**config.mk**
```make
export PLATFORM = sky130hd
export DESIGN_NAME = multi_cycle_ctrl_flat
export DESIGN_NICKNAME = d
export VERILOG_FILES = /design/src/rtl/multi_cycle_ctrl_if.sv /design/src/rtl/multi_cycle_ctrl.sv /design/src/flat_wrapper.sv
export SDC_FILE = /design/constraint.sdc
export NUM_CORES = 1
export LEC_CHECK = 0
export CAP_MARGIN = 30
export CORE_ASPECT_RATIO = 0.9
export CORE_MARGIN = 5
export CORE_UTILIZATION = 44
export CTS_CLUSTER_SIZE = 12
export DETAILED_ROUTE_END_ITERATION = 8
export PLACE_DENSITY = 0.83
export SLEW_MARGIN = 30
export SYNTH_ARGS = -nofsm -noshare
export SYNTH_HDL_FRONTEND = slang
export SYNTH_SLANG_ARGS = --single-unit
```
**constraint.sdc**
```tcl
create_clock -name clk -period 5.6 [get_ports clk]
set_input_delay 1.68 -clock clk [delete_from_list [all_inputs] [get_ports clk]]
set_output_delay 1.68 -clock clk [all_outputs]
set_load 0.02 [all_outputs]
```
**src/rtl/multi_cycle_ctrl_if.sv**
```systemverilog
// multi_cycle_ctrl_if: bundles the sequencer's datapath-facing signals.
// The master side is the sequencer (drives control lines, reads opcode and ALU flags);
// the slave side is the datapath.
// Build option MCC_PERF_CNT_EN adds the cycle_cnt / instr_cnt performance counters.
interface multi_cycle_ctrl_if #(
    parameter int OPW = 6
`ifdef MCC_PERF_CNT_EN
    , parameter int CNTW = 32
`endif
);
    logic [OPW-1:0] Opcode;
    logic           zero;
    logic           sign;
    logic           PCWre;
    logic           IRWre;
    logic           InsMemRW;
    logic           ALUSrcA;
    logic           ALUSrcB;
    logic           DBDataSrc;
    logic           RegWre;
    logic           RegDst;
    logic           ExtSel;
    logic           mRD;
    logic           mWR;
    logic [1:0]     PCSrc;
    logic [2:0]     ALUOp;
    logic           halted;
`ifdef MCC_PERF_CNT_EN
    logic [CNTW-1:0] cycle_cnt;
    logic [CNTW-1:0] instr_cnt;
`endif

    modport master (
        input  Opcode, zero, sign,
        output PCWre, IRWre, InsMemRW, ALUSrcA, ALUSrcB, DBDataSrc, RegWre, RegDst,
               ExtSel, mRD, mWR, PCSrc, ALUOp, halted
`ifdef MCC_PERF_CNT_EN
        , output cycle_cnt, instr_cnt
`endif
    );

    modport slave (
        output Opcode, zero, sign,
        input  PCWre, IRWre, InsMemRW, ALUSrcA, ALUSrcB, DBDataSrc, RegWre, RegDst,
               ExtSel, mRD, mWR, PCSrc, ALUOp, halted
`ifdef MCC_PERF_CNT_EN
        , input cycle_cnt, instr_cnt
`endif
    );
endinterface

```
**src/rtl/multi_cycle_ctrl.sv**
```systemverilog
// multi_cycle_ctrl: multi-cycle CPU sequencer stepping each instruction through
// IF/ID/EXE/MEM/WB and decoding the datapath control lines from the current state and opcode.
// Build option MCC_PERF_CNT_EN adds free-running cycle and retired-instruction counters.
module multi_cycle_ctrl #(
    parameter int OPW = 6
`ifdef MCC_PERF_CNT_EN
    , parameter int CNTW = 32
`endif
) (
    input  logic               clk,
    input  logic               reset,
    multi_cycle_ctrl_if.master bus
);

    // The eight working states use every 3-bit code, so HALT needs a fourth bit to stay distinct.
    typedef enum logic [3:0] {
        S_IF     = 4'b0000,
        S_ID     = 4'b0001,
        S_EXE_LS = 4'b0010,
        S_MEM    = 4'b0011,
        S_WB_LD  = 4'b0100,
        S_EXE_BR = 4'b0101,
        S_EXE_AL = 4'b0110,
        S_WB_AL  = 4'b0111,
        S_HALT   = 4'b1000
    } state_t;

    localparam logic [OPW-1:0] OP_ADD  = OPW'(6'b000000);
    localparam logic [OPW-1:0] OP_SUB  = OPW'(6'b000001);
    localparam logic [OPW-1:0] OP_ADDI = OPW'(6'b000010);
    localparam logic [OPW-1:0] OP_OR   = OPW'(6'b010000);
    localparam logic [OPW-1:0] OP_AND  = OPW'(6'b010001);
    localparam logic [OPW-1:0] OP_ORI  = OPW'(6'b010010);
    localparam logic [OPW-1:0] OP_SLL  = OPW'(6'b011000);
    localparam logic [OPW-1:0] OP_SLT  = OPW'(6'b100110);
    localparam logic [OPW-1:0] OP_SW   = OPW'(6'b110000);
    localparam logic [OPW-1:0] OP_LW   = OPW'(6'b110001);
    localparam logic [OPW-1:0] OP_BEQ  = OPW'(6'b110100);
    localparam logic [OPW-1:0] OP_BNE  = OPW'(6'b110101);
    localparam logic [OPW-1:0] OP_BLTZ = OPW'(6'b110110);
    localparam logic [OPW-1:0] OP_J    = OPW'(6'b111000);
    localparam logic [OPW-1:0] OP_HALT = OPW'(6'b111111);

    state_t     r_state;

    logic       w_isAluOp;
    logic       w_isImmAlu;
    logic       w_isMem;
    logic       w_isBranch;
    logic       w_isJump;
    logic       w_isHalt;
    logic       w_isUnknown;
    logic [2:0] w_aluOpDec;
    logic       w_takeBranch;

    logic       w_pcWre;
    logic       w_irWre;
    logic       w_insMemRw;
    logic       w_aluSrcA;
    logic       w_aluSrcB;
    logic       w_dbDataSrc;
    logic       w_regWre;
    logic       w_regDst;
    logic       w_extSel;
    logic       w_mRd;
    logic       w_mWr;
    logic [1:0] w_pcSrc;
    logic [2:0] w_aluOp;
    logic       w_halted;

    // Classify the opcode into instruction groups and pick the ALU operation it needs.
    always_comb begin
        w_isAluOp   = 1'b0;
        w_isImmAlu  = 1'b0;
        w_isMem     = 1'b0;
        w_isBranch  = 1'b0;
        w_isJump    = 1'b0;
        w_isHalt    = 1'b0;
        w_isUnknown = 1'b0;
        w_aluOpDec  = 3'b000;
        case (bus.Opcode)
            OP_ADD:                  w_isAluOp = 1'b1;
            OP_SUB:  begin w_isAluOp = 1'b1; w_aluOpDec = 3'b001; end
            OP_ADDI: begin w_isAluOp = 1'b1; w_isImmAlu = 1'b1; end
            OP_OR:   begin w_isAluOp = 1'b1; w_aluOpDec = 3'b011; end
            OP_AND:  begin w_isAluOp = 1'b1; w_aluOpDec = 3'b100; end
            OP_ORI:  begin w_isAluOp = 1'b1; w_isImmAlu = 1'b1; w_aluOpDec = 3'b011; end
            OP_SLL:  begin w_isAluOp = 1'b1; w_aluOpDec = 3'b010; end
            OP_SLT:  begin w_isAluOp = 1'b1; w_aluOpDec = 3'b101; end
            OP_SW, OP_LW:            w_isMem = 1'b1;
            OP_BEQ, OP_BNE, OP_BLTZ: w_isBranch = 1'b1;
            OP_J:                    w_isJump = 1'b1;
            OP_HALT:                 w_isHalt = 1'b1;
            default:                 w_isUnknown = 1'b1;
        endcase
    end

    assign w_takeBranch = ((bus.Opcode == OP_BEQ)  &&  bus.zero) ||
                          ((bus.Opcode == OP_BNE)  && !bus.zero) ||
                          ((bus.Opcode == OP_BLTZ) &&  bus.sign);

    // Sequence the instruction phases; reset aborts whatever is in flight and restarts at IF.
    always_ff @(posedge clk or posedge reset) begin
        if (reset) begin
            r_state <= S_IF;
        end else begin
            case (r_state)
                S_IF:     r_state <= S_ID;
                S_ID: begin
                    if (w_isAluOp)       r_state <= S_EXE_AL;
                    else if (w_isMem)    r_state <= S_EXE_LS;
                    else if (w_isBranch) r_state <= S_EXE_BR;
                    else if (w_isHalt)   r_state <= S_HALT;
                    else                 r_state <= S_IF;
                end
                S_EXE_AL: r_state <= S_WB_AL;
                S_EXE_LS: r_state <= S_MEM;
                S_MEM:    r_state <= (bus.Opcode == OP_LW) ? S_WB_LD : S_IF;
                S_WB_AL:  r_state <= S_IF;
                S_WB_LD:  r_state <= S_IF;
                S_EXE_BR: r_state <= S_IF;
                S_HALT:   r_state <= S_HALT;
                default:  r_state <= S_IF;
            endcase
        end
    end

    // Decode control lines from state and opcode; everything is held low while reset is asserted.
    always_comb begin
        w_pcWre     = 1'b0;
        w_irWre     = 1'b0;
        w_insMemRw  = 1'b0;
        w_aluSrcA   = 1'b0;
        w_aluSrcB   = 1'b0;
        w_dbDataSrc = 1'b0;
        w_regWre    = 1'b0;
        w_regDst    = 1'b0;
        w_extSel    = 1'b0;
        w_mRd       = 1'b0;
        w_mWr       = 1'b0;
        w_pcSrc     = 2'b00;
        w_aluOp     = 3'b000;
        w_halted    = 1'b0;
        if (!reset) begin
            w_extSel = (bus.Opcode != OP_ORI);
            case (r_state)
                S_IF: begin
                    w_insMemRw = 1'b1;
                    w_irWre    = 1'b1;
                end
                S_ID: begin
                    if (w_isJump) begin
                        w_pcWre = 1'b1;
                        w_pcSrc = 2'b11;
                    end else if (w_isUnknown) begin
                        w_pcWre = 1'b1;
                    end
                end
                S_EXE_AL: begin
                    w_aluOp   = w_aluOpDec;
                    w_aluSrcB = w_isImmAlu;
                    w_aluSrcA = (bus.Opcode == OP_SLL);
                end
                S_EXE_LS: begin
                    w_aluOp   = 3'b000;
                    w_aluSrcB = 1'b1;
                end
                S_EXE_BR: begin
                    w_aluOp = 3'b001;
                    w_pcWre = 1'b1;
                    w_pcSrc = w_takeBranch ? 2'b01 : 2'b00;
                end
                S_MEM: begin
                    if (bus.Opcode == OP_LW) begin
                        w_mRd = 1'b1;
                    end else begin
                        w_mWr   = 1'b1;
                        w_pcWre = 1'b1;
                    end
                end
                S_WB_AL: begin
                    w_regWre = 1'b1;
                    w_pcWre  = 1'b1;
                    w_regDst = !w_isImmAlu;
                end
                S_WB_LD: begin
                    w_regWre    = 1'b1;
                    w_dbDataSrc = 1'b1;
                    w_pcWre     = 1'b1;
                end
                S_HALT:  w_halted = 1'b1;
                default: ;
            endcase
        end
    end

    assign bus.PCWre     = w_pcWre;
    assign bus.IRWre     = w_irWre;
    assign bus.InsMemRW  = w_insMemRw;
    assign bus.ALUSrcA   = w_aluSrcA;
    assign bus.ALUSrcB   = w_aluSrcB;
    assign bus.DBDataSrc = w_dbDataSrc;
    assign bus.RegWre    = w_regWre;
    assign bus.RegDst    = w_regDst;
    assign bus.ExtSel    = w_extSel;
    assign bus.mRD       = w_mRd;
    assign bus.mWR       = w_mWr;
    assign bus.PCSrc     = w_pcSrc;
    assign bus.ALUOp     = w_aluOp;
    assign bus.halted    = w_halted;

`ifdef MCC_PERF_CNT_EN
    logic [CNTW-1:0] r_cycleCnt;
    logic [CNTW-1:0] r_instrCnt;

    // Count running cycles and retired instructions (one PC write per instruction), wrapping freely.
    always_ff @(posedge clk or posedge reset) begin
        if (reset) begin
            r_cycleCnt <= '0;
            r_instrCnt <= '0;
        end else begin
            if (r_state != S_HALT) r_cycleCnt <= r_cycleCnt + 1'b1;
            if (w_pcWre)           r_instrCnt <= r_instrCnt + 1'b1;
        end
    end

    assign bus.cycle_cnt = r_cycleCnt;
    assign bus.instr_cnt = r_instrCnt;
`endif

endmodule

```
**src/flat_wrapper.sv**
```systemverilog
// flat-port wrapper written by rule: the top's interface ports become plain ports
module multi_cycle_ctrl_flat 
#(
    parameter int OPW = 6

)
  (clk, reset, bus_Opcode, bus_zero, bus_sign, bus_PCWre, bus_IRWre, bus_InsMemRW, bus_ALUSrcA, bus_ALUSrcB, bus_DBDataSrc, bus_RegWre, bus_RegDst, bus_ExtSel, bus_mRD, bus_mWR, bus_PCSrc, bus_ALUOp, bus_halted);
  multi_cycle_ctrl_if #(.OPW(OPW)) bus_i ();
  input  logic clk;
  input  logic reset;
  input wire logic [$bits(bus_i.Opcode)-1:0] bus_Opcode;
  input wire logic [$bits(bus_i.zero)-1:0] bus_zero;
  input wire logic [$bits(bus_i.sign)-1:0] bus_sign;
  output wire logic [$bits(bus_i.PCWre)-1:0] bus_PCWre;
  output wire logic [$bits(bus_i.IRWre)-1:0] bus_IRWre;
  output wire logic [$bits(bus_i.InsMemRW)-1:0] bus_InsMemRW;
  output wire logic [$bits(bus_i.ALUSrcA)-1:0] bus_ALUSrcA;
  output wire logic [$bits(bus_i.ALUSrcB)-1:0] bus_ALUSrcB;
  output wire logic [$bits(bus_i.DBDataSrc)-1:0] bus_DBDataSrc;
  output wire logic [$bits(bus_i.RegWre)-1:0] bus_RegWre;
  output wire logic [$bits(bus_i.RegDst)-1:0] bus_RegDst;
  output wire logic [$bits(bus_i.ExtSel)-1:0] bus_ExtSel;
  output wire logic [$bits(bus_i.mRD)-1:0] bus_mRD;
  output wire logic [$bits(bus_i.mWR)-1:0] bus_mWR;
  output wire logic [$bits(bus_i.PCSrc)-1:0] bus_PCSrc;
  output wire logic [$bits(bus_i.ALUOp)-1:0] bus_ALUOp;
  output wire logic [$bits(bus_i.halted)-1:0] bus_halted;
  assign bus_i.Opcode = bus_Opcode;
  assign bus_i.zero = bus_zero;
  assign bus_i.sign = bus_sign;
  assign bus_PCWre = bus_i.PCWre;
  assign bus_IRWre = bus_i.IRWre;
  assign bus_InsMemRW = bus_i.InsMemRW;
  assign bus_ALUSrcA = bus_i.ALUSrcA;
  assign bus_ALUSrcB = bus_i.ALUSrcB;
  assign bus_DBDataSrc = bus_i.DBDataSrc;
  assign bus_RegWre = bus_i.RegWre;
  assign bus_RegDst = bus_i.RegDst;
  assign bus_ExtSel = bus_i.ExtSel;
  assign bus_mRD = bus_i.mRD;
  assign bus_mWR = bus_i.mWR;
  assign bus_PCSrc = bus_i.PCSrc;
  assign bus_ALUOp = bus_i.ALUOp;
  assign bus_halted = bus_i.halted;
  multi_cycle_ctrl #(.OPW(OPW)) u_core (.clk(clk), .reset(reset), .bus(bus_i));
endmodule
```
==> results.cfg, run 1 <==
[outcome]
status = completed

[clocking]
clk_path_buf_depth = 2
clock_sinks = 4
htreeDepth = 1
numCtsBuffers = 3
clock_latency_ns = 0.23
clk_pin_slew_ns = 0.04
cts_tree = done
clock-root-buffer = clkbuf_4
post_cts_buffers = 0

[finish]
seq_area_um2 = 100.1
mostFrequentLayoutCell = clkdlybuf4s50_1
multi_input_area_um2 = 480.5
fillers = 110
largest_registers = u_core.r_state: 4 flops
diodes = 0
area_delta_synth_final_pct = 54.92
largest_reg_flops = 4
drive_gt1_share_pct = 14.52
layout_common_cells = clkdlybuf4s50_1, nor2_1, buf_4
nNetsFinal = 136
largest-register = u_core.r_state

[setup_path]
setup.worst_path.start = bus_Opcode[4]
rr_startpoint = u_core.r_state[1]
end_kind = output pin
required_ns = 3.92
start_kind = input pin
crit_arrival_ns = 3.81
crit_type = in -> out
path_max_fanout = 12

[route]
wl_mm = 2.022
first_pass_iters = 5
drtIter0Drc = 24
ant_nets = 0
routedWlPerCell_um = 14.55
viasPerCell = 5.842
drc_errors = 0
vias = 812

[placement]
port-buffer-count = 26
dp_hpwl_mm = 1.670
pre_cts_ws_ns = 0.08448
routabilityCongestion = 0.8762

[pwr]
pwr-share-clk_pct = 15.3
p_leak_uw = 0.0004156
pwr-share-seq_pct = 23.5
ir_worst_vdd_mv = 0.2461
p_sw_share_pct = 43.12
p_int_uw = 128.3
power_density_mw_per_mm2 = 229.1
comb_power_share_pct = 61.2
p_switching_uw = 97.29

[grt]
grt_max_degree = 13
grt_pass1_vias = 710
grt_remaining_overflow = 0
grt_pass1_wl_mm = 3.153
antenna_found_initial = 0
grt_util_all_layers_pct = 17.56

[yosys]
syn_area_um2 = 635.6
postSynthCellCount = 92
yosys.area_share.adder_pct = 0
synth_mux_area_share_pct = 0
ys_ff_latch = 4
synthXorXnorAreaFrac_pct = 2.756
syn_area_per_cell_um2 = 6.909
synthArstFlopShare_pct = 100.0
ys_seq_area_share_pct = 15.75
synth_edf_count = 0
ys_types = 36
synth_top_family_by_area = simple AND/OR/NAND/NOR gates
yosys.area_share.simple_pct = 50.79
synth_fp_nets = 102
yosys_warnings = 0
synth_top_flop_cell = dfrtp_1
synth-compound-area-share_pct = 22.05

[timing]
fin_skew_ns = 0.0005087
finalSetupTns_ns = 0
tightest_slew_ns = 0.4087
slew_headroom_pct = 72.05
min_period_ns = 5.486
hold_viol = 0
final_max_slew_viol_count = 0
max_freq_mhz = 182.3
setup_viol = 0
post-route-period-util_pct = 97.97
worst_slack_ns = 0.1137
rsz0062_at_grt = false

[min_path]
hp-start = u_core.r_state[3]
hold_class = reg -> reg

[die]
rows = 13
dieArea_mm2 = 0.002306
core-area_mm2 = 0.001399
die_width_um = 50.07
initial_utilization_pct = 45.44
fp.dieH_um = 46.06
ioPinCount = 27

[job]
cap_violations = 0
==> layout make-up <==
| type | instances | share of cell area [%] |
|---|---|---|
| clock buffer | 3 | 2.287 |
| inverter | 6 | 2.287 |
| multi-input combinational | 75 | 48.79 |
| sequential | 4 | 10.17 |
| tap | 15 | 1.906 |
| timing repair buffer | 36 | 34.56 |
==> kinds of logic after synthesis <==
group           Yosys count
flops                     4
compound gates           21
xor+xnor                  2
buf+inv                  13
simple gates             52
==> critical path, stage by stage <==
cell	delay [ns]
clkdlybuf4s50_1	0.41
buf_4	0.18
nor3b_1	0.29
nand3_1	0.13
a2111oi_0	0.43
clkdlybuf4s50_1	0.68
==> power groups by stage <==
stage               combinational (uW)  sequential, uW  clock (uW)
finish                             138            53.0        34.5
floorplan                         90.2            48.9           0
global route                       150            54.0        39.5
detailed placement                 138            53.0           0
CTS                                138            52.5        36.1
global placement                   136            51.5           0
==> timing repair <==
item,in CTS,in global routing
gates resized for setup,0,2
hold buffers,0,0
setup endpoints to repair,0,2
==> cell usage after synthesis (3+ instances only) <==
master / instances / area [um^2]
nand2b_1: 4 / 25.02
dfrtp_1: 4 / 100.1
a21oi_1: 6 / 30.03
clkbuf_1: 4 / 15.01
nor3_1: 3 / 15.01
nor3b_1: 3 / 22.52
nor2b_1: 3 / 18.77
nand4_1: 3 / 18.77
inv_1: 6 / 22.52
nand3_1: 6 / 30.03
nand2_1: 6 / 22.52
o21ai_0: 3 / 15.01
nor2_1: 10 / 37.54
==> worst paths after layout <==
path	end	slack, ns	cells after the start
min	u_core.r_state[1]	0.62	1
max	bus_ALUOp[2]	0.11	6
max reg2reg	u_core.r_state[3]	4.25	3
min reg2reg	u_core.r_state[1]	0.62	1
max in group asynchronous	u_core.r_state[3]	3.57	3
min in group asynchronous	u_core.r_state[1]	1.93	3
==> per-layer routing <==
metal | track usage (%) | wire, um
met1 | 21.72 | 852
met2 | 30.83 | 1002
met3 | 3.883 | 150
met4 | 4.712 | 16
met5 | 0 | 0
==> through the flow <==
| stage | power (uW) | area (um^2) | hold slack (ns) | util [%] | instances |
|---|---|---|---|---|---|
| finish | 225.6 | 984.7 | 0.6159 | 70.39 | 139 |
| global route | 243.2 | 984.7 | 0.6479 | 70.39 | 139 |
| CTS | 226.9 | 979.7 | 0.6199 | 70.04 | 139 |
| detailed placement | 190.8 | 957.2 | 0.6144 | 68.43 | 136 |
| global placement | 187.2 | 957.2 | 0.6148 | 68.43 | 136 |
| floorplan | 139.1 | 635.6 | 0.5552 | - | 92 |
(Power assumes the default switching activity.)
==> run 2, diff against run 1 <==
Settings changed: CTS_CLUSTER_SIZE 12 to default, PLACE_DENSITY 0.83 to default, PLACE_DENSITY_LB_ADDON from default to 0.2.
==> run 2 against run 1 <==
Effect of this change: first-iteration DRC count up 8.3%; fmax barely moved; sequential share of layout area down 0.051 points; register-to-register slack is essentially flat; clock skew is 0.0011 ns higher; sequential power decreased by 2%; via count decreased by 3.6%; non-clock buffer count did not move; sequential cell count did not move; critical path type unchanged.
==> results.cfg, run 2 (synthesized netlist as in run 1, its figures left out) <==
[timing]
max_freq_mhz = 182.4
setup_viol = 0
rsz0062_at_grt = false
min_period_ns = 5.482
post-route-period-util_pct = 97.88
final_max_slew_viol_count = 0
hold_viol = 0
fin_skew_ns = 0.001603
tightest_slew_ns = 0.4366
slew_headroom_pct = 70.14
finalSetupTns_ns = 0

[setup_path]
required_ns = 3.92
crit_arrival_ns = 3.80
start_kind = input pin
crit_type = in -> out
path_max_fanout = 6
end_kind = output pin

[finish]
area_delta_synth_final_pct = 55.71
mostFrequentLayoutCell = clkdlybuf4s50_1
largest_reg_flops = 4
nNetsFinal = 136
drive_gt1_share_pct = 15.32
diodes = 0
layout_common_cells = clkdlybuf4s50_1, nor2_1, buf_4
largest-register = u_core.r_state
largest_registers = u_core.r_state: 4 flops

[clocking]
clock-root-buffer = clkbuf_4
clk_pin_slew_ns = 0.04
clock_latency_ns = 0.23
htreeDepth = 1
post_cts_buffers = 0
clock_sinks = 4
cts_tree = done
numCtsBuffers = 3
clk_path_buf_depth = 2

[grt]
grt_pass1_wl_mm = 3.049
grt_max_degree = 10
grt_util_all_layers_pct = 16.87
antenna_found_initial = 0
grt_remaining_overflow = 0
grt_pass1_vias = 671

[route]
viasPerCell = 5.633
ant_nets = 0
first_pass_iters = 4
wl_mm = 1.869
drc_errors = 0
drtIter0Drc = 26
routedWlPerCell_um = 13.45
vias = 783

[die]
ioPinCount = 27
fp.dieH_um = 46.06
dieArea_mm2 = 0.002306
rows = 13
initial_utilization_pct = 45.44
die_width_um = 50.07
core-area_mm2 = 0.001399

[job]
cap_violations = 0

[outcome]
status = completed

[min_path]
hold_class = reg -> reg

[pwr]
p_total_uw = 223.2
ir_worst_vdd_mv = 0.1556
power_density_mw_per_mm2 = 225.5
p_leak_uw = 0.0004174

[placement]
routabilityCongestion = 0.8879
port-buffer-count = 26
dp_hpwl_mm = 1.562
run 2: changes by cell type in the layout (fill, tap and decap cells not counted):
cell | before | now
o21ai_1 | 1 | 2
nor3b_2 | 0 | 1
nor3b_1 | 3 | 2
o21ai_0 | 3 | 2
run 2: final timing paths:
kind	start	endpoint	cells past startpoint	slack, ns
max reg2reg	u_core.r_state[1]	u_core.r_state[3]	3	4.25
max	bus_Opcode[5]	bus_ALUOp[1]	5	0.12
max in group asynchronous	reset	u_core.r_state[3]	3	3.57
min reg2reg	u_core.r_state[3]	u_core.r_state[1]	1	0.62
min in group asynchronous	reset	u_core.r_state[2]	3	1.93
min	u_core.r_state[3]	u_core.r_state[1]	1	0.62
run 2: worst max-delay path, stage by stage:
cell	delay [ns]
clkdlybuf4s50_1	0.52
or3b_1	0.41
or3_1	0.34
a211oi_1	0.22
clkdlybuf4s50_1	0.63
run 2: stage by stage:
step / setup slack (ns) / utilization, % / cells / hold slack [ns] / instance area [um^2]
floorplan: 0.4968 / - / 92 / 0.5552 / 635.6
global placement: 0.1050 / 68.43 / 136 / 0.6190 / 957.2
detailed placement: 0.02738 / 68.43 / 136 / 0.6261 / 957.2
CTS: 0.02245 / 70.04 / 139 / 0.6299 / 979.7
global route: 0.007678 / 70.75 / 139 / 0.6441 / 989.7
finish: 0.1185 / 70.75 / 139 / 0.6171 / 989.7
run 2: layer usage:
metal | routed length [um] | GRT usage, % | part of all wire [%]
met1 | 860 | 23.48 | 46
met2 | 848 | 27.57 | 45
met3 | 161 | 3.883 | 8.6
met4 | 0 | 1.571 | 0
met5 | 0 | 0 | 0
run 2: timing repair:
item / CTS / global route
gates resized for setup: 0 / 4
setup endpoints to repair: 0 / 3
hold buffers: 0 / 0
run 2: final cells by class:
class                   instances  area [um^2]
repair buffers                 36        340.3
clock buffers                   3        22.52
well taps                      15        18.77
flip-flops and latches          4        100.1
fillers                       118        409.1
multi-input cells              75        485.5
inverters                       6        22.52
run 2: power by group:
part	internal (uW)	total, uW	switching (uW)
Sequential	37.1	51.9	14.8
Combinational	67.5	136	68.6
Clock	23.9	35.1	11.2
==> run 3, diff against run 2 <==
Settings changed: CAP_MARGIN 30 to default, CORE_UTILIZATION 44 to 41.
Clock period 5.6 ns to 6.2 ns, I/O delays scaled along.
==> run 3 against run 2 <==
Effect of this change: via count increased by 2.9%; first-iteration DRC count is 3.8% higher; critical path depth grew 1; wire length rose by 3.8%; hold slack gained 0.0033 ns; sequential power shrank 8.5%; power shrank 9.9%; register-to-register slack improved by 0.59 ns; critical endpoint is now bus_ALUSrcB; cell count down 2.9%; non-clock buffer count is 4 lower.
==> results.cfg, run 3 (synthesized netlist as in run 1, its figures left out) <==
[die]
initial_utilization_pct = 43.42
rows = 13
ioPinCount = 27
dieArea_mm2 = 0.002439
core-area_mm2 = 0.001464
die_width_um = 51.51
fp.dieH_um = 47.36

[grt]
grt_max_degree = 12
antenna_found_initial = 0
grt_pass1_vias = 686
grt_util_all_layers_pct = 16.78
grt_pass1_wl_mm = 3.098
grt_remaining_overflow = 0

[timing]
rsz0062_at_grt = false
max_freq_mhz = 168.2
min_period_ns = 5.945
tightest_slew_ns = 0.4082
finalSetupTns_ns = 0
final_max_slew_viol_count = 0
hold_viol = 0
slew_headroom_pct = 72.70
post-route-period-util_pct = 95.88
whs_ns = 0.6204
setup_viol = 0
fin_skew_ns = 0.008561

[route]
first_pass_iters = 4
ant_nets = 0
viasPerCell = 5.970
wl_mm = 1.940
vias = 806
routedWlPerCell_um = 14.37
drc_errors = 0
drtIter0Drc = 27

[setup_path]
path_max_fanout = 9
crit_type = in -> out
required_ns = 4.34
reg2regPathDepth = 3
end_kind = output pin
start_kind = input pin
crit_arrival_ns = 4.08

[finish]
area_delta_synth_final_pct = 49.41
layout_common_cells = clkdlybuf4s50_1, nor2_1
largest_registers = u_core.r_state: 4 flops
nNetsFinal = 132
largest-register = u_core.r_state
largest_reg_flops = 4
drive_gt1_share_pct = 11.67
diodes = 0
mostFrequentLayoutCell = clkdlybuf4s50_1

[clocking]
clock_sinks = 4
clk_path_buf_depth = 2
clock_latency_ns = 0.23
htreeDepth = 1
clock-root-buffer = clkbuf_4
clk_pin_slew_ns = 0.04
ctsResizeCount = 0
post_cts_buffers = 0
numCtsBuffers = 3
ctsHoldBuffers = 0
cts_tree = done

[placement]
dp_hpwl_mm = 1.518
routabilityCongestion = 0.8511
port-buffer-count = 26

[pwr]
ir_worst_vdd_mv = 0.1738
p_leak_uw = 0.0003688
power_density_mw_per_mm2 = 211.9

[min_path]
hold_depth = 1
hold_class = reg -> reg

[job]
cap_violations = 0

[outcome]
status = completed
==> run 3: path summary, 6_finish.rpt <==
| check | startpoint | endpoint | slack (ns) |
|---|---|---|---|
| max in group asynchronous | reset | u_core.r_state[2] | 3.99 |
| max reg2reg | u_core.r_state[0] | u_core.r_state[3] | 4.84 |
| min in group asynchronous | reset | u_core.r_state[1] | 2.09 |
| min reg2reg | u_core.r_state[3] | u_core.r_state[1] | 0.62 |
| max | bus_Opcode[2] | bus_ALUSrcB | 0.26 |
| min | u_core.r_state[3] | u_core.r_state[1] | 0.62 |
==> run 3: routing by layer <==
| metal | routed length (um) | share of wire (%) | vias up | track usage [%] |
|---|---|---|---|---|
| met5 | 0 | 0 | - | 0 |
| met2 | 856 | 44 | 43 | 28.93 |
| met3 | 188 | 9.7 | 0 | 3.492 |
| met4 | 0 | 0 | 0 | 3.665 |
| li1 | - | - | 393 | - |
| met1 | 895 | 46 | 370 | 21.89 |
==> run 3: final cells by class <==
type	count	area, um^2
clock buffer	3	22.52
fill	141	514.2
inverter	6	22.52
multi-input combinational	75	480.5
sequential	4	100.1
tap	15	18.77
timing repair buffer	32	305.3
==> run 3: where the power goes <==
| group | switching, uW | internal (uW) | total, uW |
|---|---|---|---|
| Sequential | 14.0 | 33.5 | 47.5 |
| Combinational | 62.7 | 59.5 | 122 |
| Clock | 9.93 | 21.6 | 31.5 |
| Total | 86.7 | 115 | 201 |
==> run 3: worst max-delay path, stage by stage <==
cell	delay [ns]
clkdlybuf4s50_1	0.55
nor2_1	0.27
and4bb_1	0.29
inv_1	0.05
a2111oi_0	0.39
clkdlybuf4s50_1	0.68
==> run 3: metrics by stage <==
step,std cells,power (uW),setup WS (ns),utilization [%],area (um^2)
2_1_floorplan,92,125.6,0.7368,-,635.6
3_3_place_gp,132,167.1,0.2926,63.33,927.1
3_5_place_dp,132,168.5,0.2665,63.33,927.1
4_1_cts,135,201.8,0.2654,64.87,949.7
5_1_grt,135,216.0,0.07574,64.87,949.7
6_report,135,201.2,0.2553,64.87,949.7
